`src/rtl/vr_vc_tx_bridge.sv`:
```
// vr_vc_tx_bridge: valid/ready slave to valid/credit master transmitter.
// Upstream beats land in a 2-entry skid buffer and are forwarded as
// single-cycle m_valid_o strobes while the transmitter holds credit.
// Optional feature macro: VR_VC_TX_CREDIT_CHECK_EN enables the sticky
// credit_err_o overflow flag and a simulation assertion on credit overflow.
// With the macro undefined, credit_err_o is tied low and an overflowing
// credit return is dropped silently (the counter saturates).
module vr_vc_tx_bridge #(
    parameter int DATA_WIDTH = 8,
    parameter int CREDIT_NUM = 2
) (
    input  logic                  clk,
    input  logic                  rst,
    input  logic [DATA_WIDTH-1:0] s_data_i,
    input  logic                  s_valid_i,
    output logic                  s_ready_o,
    output logic [DATA_WIDTH-1:0] m_data_o,
    output logic                  m_valid_o,
    input  logic                  m_credit_i,
    output logic                  credit_err_o
);

    localparam int              CW         = $clog2(CREDIT_NUM + 1);
    localparam logic [CW-1:0]   CREDIT_MAX = CW'(CREDIT_NUM);

    // Skid buffer storage and bookkeeping
    logic [DATA_WIDTH-1:0] buf_mem [2];
    logic                  wr_ptr;
    logic                  rd_ptr;
    logic [1:0]            occ;
    logic [CW-1:0]         credit_cnt;

    // Next-state terms
    logic                  accept;
    logic                  send;
    logic [1:0]            occ_next;
    logic [CW-1:0]         credit_next;

    // Handshake decode, occupancy and credit next-state; all decisions are
    // taken from registered state so m_credit_i never reaches m_valid_o
    // combinationally.
    always_comb begin
        accept      = s_valid_i && s_ready_o;
        send        = (occ != 2'd0) && (credit_cnt != '0);
        occ_next    = occ + {1'b0, accept} - {1'b0, send};
        credit_next = credit_cnt;
        case ({send, m_credit_i})
            2'b10:   credit_next = credit_cnt - CW'(1);
            2'b01:   credit_next = (credit_cnt == CREDIT_MAX) ? credit_cnt
                                                              : credit_cnt + CW'(1);
            default: credit_next = credit_cnt;
        endcase
    end

    // Control state and downstream outputs
    always_ff @(posedge clk or posedge rst) begin
        if (rst) begin
            wr_ptr     <= 1'b0;
            rd_ptr     <= 1'b0;
            occ        <= 2'd0;
            credit_cnt <= CREDIT_MAX;
            s_ready_o  <= 1'b1;
            m_valid_o  <= 1'b0;
            m_data_o   <= '0;
        end else begin
            occ        <= occ_next;
            credit_cnt <= credit_next;
            s_ready_o  <= (occ_next != 2'd2);
            m_valid_o  <= send;
            if (accept) begin
                wr_ptr <= ~wr_ptr;
            end
            if (send) begin
                rd_ptr   <= ~rd_ptr;
                m_data_o <= buf_mem[rd_ptr];
            end
        end
    end

    // Payload storage; only the occupancy decides whether an entry is live
    always_ff @(posedge clk) begin
        if (accept) begin
            buf_mem[wr_ptr] <= s_data_i;
        end
    end

`ifdef VR_VC_TX_CREDIT_CHECK_EN
    // A credit returned while already full and not spending one this edge
    logic overflow;
    assign overflow = m_credit_i && !send && (credit_cnt == CREDIT_MAX);

    // Sticky overflow flag, cleared only by reset
    always_ff @(posedge clk or posedge rst) begin
        if (rst) begin
            credit_err_o <= 1'b0;
        end else if (overflow) begin
            credit_err_o <= 1'b1;
        end
    end

    credit_overflow_a: assert property (@(posedge clk) disable iff (rst) !overflow);
`else
    assign credit_err_o = 1'b0;
`endif

endmodule

```
`config.mk`:
```
export PLATFORM = sky130hd
export DESIGN_NAME = vr_vc_tx_bridge
export DESIGN_NICKNAME = d
export VERILOG_FILES = /design/src/rtl/vr_vc_tx_bridge.sv
export SDC_FILE = /design/constraint.sdc
export NUM_CORES = 1
export LEC_CHECK = 0
export ABC_AREA = 1
export CORE_MARGIN = 3
export CORE_UTILIZATION = 45
export DETAILED_ROUTE_END_ITERATION = 10
export DONT_BUFFER_PORTS = 1
export MAX_ROUTING_LAYER = met4
export PLACE_DENSITY = 0.69
export SLEW_MARGIN = 15
export SYNTH_ARGS = -nofsm -noshare
export SYNTH_HDL_FRONTEND = slang
export SYNTH_SLANG_ARGS = --single-unit
```
`constraint.sdc`:
```
create_clock -name clk -period 1.8 [get_ports clk]
set_clock_uncertainty 0.2 [all_clocks]
set_input_delay 0.27 -clock clk [delete_from_list [all_inputs] [get_ports clk]]
set_output_delay 0.27 -clock clk [all_outputs]
set_load 0.005 [all_outputs]
```
==> results.ini, run 1 <==
[status]
status = completed

[die]
dieArea_um2 = 3520
die_h_um = 59.4
initial_core_util = 0.495
io-pin-count = 23
core_area_um2 = 2590
die_x_um = 59.4
rows = 18

[pwr]
p_leak_uw = 0.000683
powerDensity_nw_per_um2 = 1830
p_total_uw = 2900
power_frac_seq = 0.427
combPwrFrac = 0.391
intPower_uw = 1870
power_switching_uw = 1030
peakVddDrop_uv = 1450
clkPwrFrac = 0.182
p_sw_frac = 0.354

[placed_design]
place_inst = 139
portBuffers = 0
post-place-ws_ns = -0.00217
globalplace.congestion = 0.719
hpwl_mm = 1.44

[worst_setup_path]
worstPathRequired_ns = 1.86
path_cells = inv_2 -> nand2_4 -> nand2_4 -> inv_4 -> ha_4 -> inv_2 -> ha_4 -> xnor2_2 -> xor2_1 -> nand2_1
cpPeakStageDelay_ns = 0.55
cp_max_fo = 2
cp_data_arrival_time_ns = 1.80
path_class = flip-flop to flip-flop
rrSetupSlack_ns = 0.06
start_kind = flip-flop
cp_top_family = flip-flops
critPathBufInv = 3
slowest_stage = dfstp_2
cp-end-kind = flip-flop

[sta]
tightest_slew_ns = 0.616
max_freq_ghz = 0.574
final.setup.tns_ns = 0
rsz0062_at_grt = true
finalCritPeriodShare = 0.969
postLayoutSetupSlackWorst_ns = 0.0565
setup_viol = 0
slew-limit-headroom = 0.589
hold_viol = 0
drv_slew = 0
layout_min_cycle_time_ns = 1.74

[clocking]
cts_tree = yes
cts_made_buffers = 5
clock_latency_ns = 0.32
cts.sinks = 32
ctsLongestPathBuffers = 2
cts-root-buf = clkbuf_4
clk_pin_slew_ns = 0.09
htree_levels = 2

[yosys]
ys.flop_type = edfxtp_1
syn_inst = 106
ys_seq_area_frac = 0.689
synth_top_area_frac = 0.375
synth_area_leader_cell = edfxtp_1
synth_area_um2 = 1280
syn_avg_cell_area_um2 = 12.1
yosys_register_bits = 32
ys_types = 23
synth_edf_count = 16
async_reset_ff_frac = 0.500
yosys_warnings = 0
syn_nets = 120
synth_area_leaders = edfxtp_1 38%, dfrtp_1 27%, nor2_1 6.4%, dfstp_2 4.1%, o31ai_1 4.1%

[detailed_routing]
vias = 805
postRouteAntennaNets = 0
drtIter0Drc = 19
drc = 0
avgRoutedWirePerCell_um = 13.0
drtPass1Iterations = 2
viasPerCell = 5.00
drt_wl_total_mm = 2.10

[global_route]
grt_usage = 0.152
grt_antenna_before_repair = 0
grt_first_pass_wirelength_mm = 3.59
overflow = 0
grt_pass1_vias = 811
grt_max_degree = 19

[finish]
drive_above_1_share = 0.260
antenna_cells = 0
nets = 144
layoutNonFillerInstCount = 161
area_delta_synth_final_pct = 23.8
final_util = 0.613

[job]
cap_violations = 0

[worst_hold_path]
hold_class = input pin to flip-flop

[cells in the final DEF, fill, tap and decap left out, types with 3 or more instances in the layout]
master / instances
nand2_2: 3
dlygate4sd3_1: 10
nor2_1: 22
edfxtp_1: 16
clkbuf_4: 5
o31ai_1: 7
inv_2: 4
nand2_1: 11
inv_1: 7
dfrtp_1: 14
xor2_1: 3
buf_4: 10
[cells in the mapped netlist (2+ instances only)]
cell      number
dfrtp_1       14
o31ai_1        7
edfxtp_1      16
inv_2          2
dfstp_2        2
ha_1           2
nand2_4        2
nor2_1        22
inv_1         10
a21oi_1        2
nand2_1       13
xor2_1         3
[power groups by stage]
stage	clock network [uW]	registers, uW	logic [uW]
floorplan	0	1200	885
detailed placement	0	1270	1070
CTS	549	1250	1130
global placement	0	1260	1010
finish	527	1240	1130
global route	568	1270	1310
[kinds of logic after synthesis]
logic type | count (synthesis) | synth area share
adders and majority gates | 2 | 0.0195
DFF | 32 | 0.689
buffers and inverters | 16 | 0.0576
other | 1 | 0.00293
and+or+nand+nor | 39 | 0.129
xor gates and xnor gates | 4 | 0.0273
AOI/OAI and AO/OA | 12 | 0.0742
[registers in the layout, summed over array words and instances (netlist names)]
signal	flops
wr_ptr	1
s_ready_o	1
credit_cnt	2
rd_ptr	1
occ	2
m_data_o	8
buf_mem	16
m_valid_o	1
[tightest hold or removal path, delay by kind of cell]
kind | cells | cell delay (ns)
buffers and inverters | 1 | 0.13
and+or+nand+nor | 1 | 0.08
xor gates and xnor gates | 1 | 0.06
[stage by stage]
| stage | hold WS, ns | cell area, um2 |
|---|---|---|
| after global placement | 0.0681 | 1380 |
| after detailed placement | 0.0791 | 1380 |
| after floorplan | -0.0177 | 1320 |
| after CTS | 0.0274 | 1570 |
| after global routing | 0.0458 | 1590 |
| final | 0.0481 | 1590 |
[layer usage]
layer  vias up  track usage  part of all wire
met2        18        0.267              0.55
met5         -            -                 0
met3         6       0.0675             0.063
met1       388        0.139              0.37
li1        393            -                 -
met4         0       0.0680             0.022
[cell type report]
type	count	area [um2]
timing repair buffer	20	175
clock buffer	6	41.3
fill	221	1000
clock inverter	2	35.0
sequential	32	883
tap	30	37.5
inverter	13	52.6
multi-input combinational	58	362
[path summary, 6_finish.rpt]
path | start | to | cells past startpoint
setup reg to reg | credit_cnt[1] | s_ready_o | 10
hold reg to reg | m_data_o[0] | m_data_o[0] | 2
setup / recovery | credit_cnt[1] | s_ready_o | 10
min in group asynchronous | rst | credit_cnt[0] | 2
max in group asynchronous | rst | wr_ptr | 2
hold / removal | s_valid_i | wr_ptr | 3
[what timing repair did]
action | 4_1_cts | 5_1_grt
pin swaps | 1 | 3
hold endpoints to repair | 32 | 0
gates resized for setup | 1 | 0
setup buffers | 2 | 2
hold buffers | 10 | 0
setup endpoints to repair | 1 | 2
Note: power is estimated with default switching activity, not from simulation.
==> run 2, diff against run 1 <==
Settings changed: PLACE_DENSITY 0.69 to default, PLACE_DENSITY_LB_ADDON from default to 0.25, SETUP_SLACK_MARGIN from default to 0.4.
==> run 2 against run 1 <==
Compared with the run above: worst hold slack got worse by 0.030 ns; fmax fell by 1.7%; sequential cell count did not move; sequential power barely moved; highest routed layer unchanged; cell count rose by 0.62%; combinational power rose by 16%.
==> results.ini, run 2 (synthesis gave the netlist of run 1 again) <==
[placed_design]
portBuffers = 0  ; unchanged
hpwl_mm = 1.45  ; +1.3%
globalplace.congestion = 0.664  ; -7.7%
place_inst = 141  ; +1.4%

[clocking]
ctsLongestPathBuffers = 2  ; unchanged
htree_levels = 2  ; unchanged
cts-root-buf = clkbuf_4
cts_hold_buffers = 10  ; unchanged
clock_latency_ns = 0.33  ; about the same
cts.sinks = 32  ; unchanged
clk_pin_slew_ns = 0.09  ; about the same
cts_made_buffers = 5  ; unchanged
cts_tree = yes

[pwr]
p_total_uw = 3070  ; +5.7%
combPwrFrac = 0.428  ; +0.037
p_leak_uw = 0.000706  ; +3.4%
p_sw_frac = 0.363  ; +0.00882
peakVddDrop_uv = 1240  ; -15%
power_frac_seq = 0.400  ; -0.027
power_switching_uw = 1110  ; +8.4%
clkPwrFrac = 0.172  ; -0.010
powerDensity_nw_per_um2 = 1850  ; +1.2%
intPower_uw = 1950  ; +4.3%

[sta]
hold_ws_ns = 0.0178  ; -0.0304 ns
hold_viol = 0  ; unchanged
final.setup.tns_ns = 0  ; unchanged
slew-limit-headroom = 0.590  ; +0.00158
rsz0062_at_grt = true
finalCritPeriodShare = 0.985  ; +0.0165
setup_viol = 0  ; unchanged
layout_min_cycle_time_ns = 1.77  ; +0.0298 ns
drv_slew = 0  ; unchanged
max_freq_ghz = 0.564  ; -1.7%
tightest_slew_ns = 0.614  ; -0.00237 ns

[global_route]
grt_max_degree = 19  ; unchanged
grt_pass1_vias = 804  ; -0.86%
grt_usage = 0.151  ; -0.00107
grt_first_pass_wirelength_mm = 3.56  ; -0.95%
grt_antenna_before_repair = 0  ; unchanged
overflow = 0  ; unchanged

[worst_setup_path]
path_common_cell = ha_4
cp_top_family = flip-flops
worstPathRequired_ns = 1.86  ; about the same
cp-end-kind = flip-flop
cp_max_fo = 2  ; unchanged
cp_data_arrival_time_ns = 1.84  ; +0.04 ns
path_class = flip-flop to flip-flop
path_cells = nand2_4 -> ha_4 -> inv_2 -> ha_4 -> xnor2_2 -> xor2_1 -> nand2_1
cpPeakStageDelay_ns = 0.58  ; +0.03 ns
path_depth = 7  ; -3
critPathBufInv = 1  ; -2
slowest_stage = dfstp_2
start_kind = flip-flop
r2r_cells = 7  ; -3

[finish]
drive_above_1_share = 0.318  ; +0.0586
layout_commonest_cell = nor2_1
fillers = 215  ; -2.7%
nets = 145  ; +0.69%
area_delta_synth_final_pct = 29.4
largest_reg_flops = 16  ; unchanged
antenna_cells = 0  ; unchanged
regMostFlops = buf_mem
final_util = 0.640  ; +0.0275
reg.largest.list = buf_mem (16), m_data_o (8)
layoutNonFillerInstCount = 162  ; +0.62%
layout_common_cells = 20 x nor2_1, 16 x edfxtp_1, 14 x dfrtp_1, 11 x nand2_1, 10 x dlygate4sd3_1

[die]
core_area_um2 = 2590  ; unchanged
dieArea_um2 = 3520  ; unchanged
io-pin-count = 23  ; unchanged
initial_core_util = 0.495  ; unchanged
die_x_um = 59.4  ; unchanged
rows = 18  ; unchanged
die_h_um = 59.4  ; unchanged

[worst_hold_path]
hold_class = input pin to flip-flop
hold_depth = 3  ; unchanged

[detailed_routing]
viasPerCell = 4.95  ; -0.99%
drc = 0  ; unchanged
drt_wl_total_mm = 2.22  ; +5.5%
postRouteAntennaNets = 0  ; unchanged
drtPass1Iterations = 4  ; +2
avgRoutedWirePerCell_um = 13.7  ; +4.9%
drtIter0Drc = 38  ; +19
vias = 802  ; -0.37%

[job]
cap_violations = 0  ; unchanged

[status]
status = completed

## run 2: worst paths after layout
check / startpoint / end / slack, ns
max: s_ready_o / s_ready_o / 0.03
min: s_valid_i / wr_ptr / 0.02
max reg2reg: s_ready_o / s_ready_o / 0.03
min reg2reg: m_data_o[5] / m_data_o[5] / 0.33
max in group asynchronous: rst / m_data_o[6] / 0.76
min in group asynchronous: rst / m_data_o[4] / 0.24
## run 2: layout make-up
cell class,instances,area (um2),area share
clock inverters,2,35.0,0.0211
multi-input cells,58,407,0.245
flip-flops and latches,32,883,0.533
well taps,30,37.5,0.0226
inverters,13,52.6,0.0317
repair buffers,21,201,0.122
clock buffers,6,41.3,0.0249
## run 2: worst register-to-register path, cell delays in order, from the launching register on
cell	delay [ns]
dfstp_2	0.58
nand2_4	0.08
ha_4	0.26
inv_2	0.03
ha_4	0.15
xnor2_2	0.12
xor2_1	0.22
nand2_1	0.07
## run 2: power by group through the flow
stage,sequential [uW],combinational (uW),clock (uW)
after floorplan,1200,887,0
after global placement,1230,1070,0
after detailed placement,1240,1120,0
after CTS,1220,1220,540
after global routing,1260,1480,583
final,1230,1310,527
## run 2: layer usage
metal,GRT usage,share of wire,wire (um),vias up
met3,0.0828,0.069,154,6
met5,-,0,0,-
met4,0.0680,0.019,42,0
met1,0.150,0.38,850,383
li1,-,-,-,395
met2,0.240,0.53,1170,18
## run 2: through the flow
stage	setup WS, ns	instance area, um2
detailed placement	-0.0374	1390
global placement	0.0443	1390
finish	0.0267	1660
global route	-0.0691	1660
CTS	-0.00125	1610
floorplan	-0.113	1320
## run 2: what timing repair did
action,in CTS,in global routing
pin swaps,5,2
endpoints found under the hold margin,32,1
gates resized for setup,7,9
endpoints found under the setup margin,28,31
setup buffers,2,1
==> RTL edit (flow settings as in run 1) <==
The option `VR_VC_TX_CREDIT_CHECK_EN` is turned on by a define.
--- a/src/rtl/vr_vc_tx_bridge.sv
+++ b/src/rtl/vr_vc_tx_bridge.sv
@@ -7,2 +7,4 @@
 // credit return is dropped silently (the counter saturates).
+`define VR_VC_TX_CREDIT_CHECK_EN
+
 module vr_vc_tx_bridge #(
Behaviour: not the same (Yosys sat finds a counterexample within 4 cycles, from zero or initial values and one cycle with rst high).
==> RTL edit against run 1 <==
The run now ends with setup timing left; sequential share of layout area fell by 0.93 points; final area rose by 4.6%; wire length rose by 8.9%; sequential cell count rose by 1; fmax fell by 4.3%; setup slack got worse by 0.078 ns; synthesized area rose by 2.8%; power rose by 2.7%; critical endpoint unchanged; largest cell class unchanged.
==> RTL edit: results (changes against run 1) <==
| Metric | Value |
|---|---|
| Status | finished with violations |
| Failing checks | setup timing |
| Routed via count | 873 (+8.4%) |
| Layout fillers | 207 (-6.3%) |
| Final setup viols | 1 (+1) |
| Async set-reset flop share out of synthesis | 51.5% (+1.5 points) |
| Largest fanout on the critical path | 3 (+1) |
| Syn Nets | 132 (+10%) |
| Syn avg cell area | 11.2 µm² (-7.6%) |
| Final nets | 162 (+13%) |
| Arrival time worst endpoint | 1.88 ns (+0.08 ns) |
| Setup slack after layout | -0.0213 ns (-0.0778 ns) |
| Starting DRT DRC Count | 69 (+50) |
| Seq/total area | 54.8% (-0.93 points) |
| First drt pass iteration count | 4 (+2) |
| Layout clock area frac | 3.62% (-1.2 points) |
| Sw Ratio | 35.9% (+0.45 points) |
| Worst VDD drop | 1.47 mV (+1.3%) |
| Post-Place Worst Slack | -0.0527 ns (-0.0505 ns) |
| Sequential cell power | 1.29 mW (+4%) |
| Sequential area share after synthesis | 68.9% (about the same) |
| Final Power | 2.98 mW (+2.7%) |
| Largest net degree at the start of global routing | 20 (+1) |
| Total track usage | 15.0% (-0.15 points) |
| DP HPWL | 1.44 mm (+0.44%) |
| First-pass GRT wire length | 3.74 mm (+4.0%) |
| Drt via density | 4.88 (-2.5%) |
| Worst-skew pair later-pin latency | 0.33 ns |
| RD Place Congestion | 0.800 (+11%) |
| Leakage power | 0.755 nW (+10%) |
| Vias in the first global route | 902 (+11%) |
| Total Wirelength | 2.29 mm (+8.9%) |
| Multi-input logic area | 345 µm² (-4.5%) |
| Relative slew margins | 56.4% (-2.4 points) |
| Layout cell share with drive strength beyond 1 | 26.2% (+0.22 points) |
| Non-clock buffers | 27 (+35%) |
| Synth-to-layout area growth | 25.9% |
| Dominant cells by area after synthesis | edfxtp_1 36%, dfrtp_1 28%, nand2_1 8.3%, inv_1 5.4%, dfstp_2 4.0% |
| Placed cell areas | 0.00143 mm² (+4.1%) |
| Signal buf overhead | 13.7% (+2.7 points) |
| Inverters excl. clock | 20 (+7) |
| Commonest cells in the netlist | 29 x nand2_1, 19 x inv_1, 16 x edfxtp_1 |
| Worst r2r src | occ[1] |
| DP Cell Count | 153 (+10%) |
[RTL edit: worst min-delay path by stage]
| stage | start | endpoint | slack (ns) | cells after the start |
|---|---|---|---|---|
| 2_1_floorplan | rst | credit_cnt[0] | -0.005 | 1 |
| 3_3_place_gp | rst | credit_err_o | 0.08 | 1 |
| 3_5_place_dp | rst | credit_err_o | 0.09 | 1 |
| 4_1_cts | s_valid_i | wr_ptr | 0.03 | 3 |
| 5_1_grt | s_valid_i | wr_ptr | 0.02 | 3 |
| 6_report | s_valid_i | wr_ptr | 0.04 | 3 |
[RTL edit: what timing repair did]
action                                 in CTS  in global routing
hold buffers                               10                  0
setup endpoints to repair                   2                  4
endpoints found under the hold margin      34                  0
buffers inserted                            7                  1
pin swaps                                   6                  3
resized for setup                           3                  0
[RTL edit: cell families after synthesis]
group	share of synthesized area [%]
and+or+nand+nor	11.5
DFF	68.9
buffers and inverters	7.88
AOI/OAI and AO/OA	7.12
xor gates and xnor gates	2.66
adders and majority gates	1.90
[RTL edit: worst max-delay path, stage by stage, from the launching register on]
cell and delay, ns:
dfrtp_1 0.41, inv_2 0.07, nand2_2 0.07, nand2_2 0.10, inv_4 0.04, ha_4 0.26
inv_4 0.03, ha_4 0.15, xnor2_2 0.13, xor2_1 0.21, nand2_1 0.08
[RTL edit: routing by layer]
| layer | GRT usage, % | vias to the layer above | routed length, µm |
|---|---|---|---|
| met5 | - | - | 0 |
| met2 | 26.1 | 31 | 1240 |
| met3 | 5.18 | 9 | 151 |
| met1 | 14.2 | 398 | 823 |
| li1 | - | 435 | - |
| met4 | 8.54 | 0 | 68 |
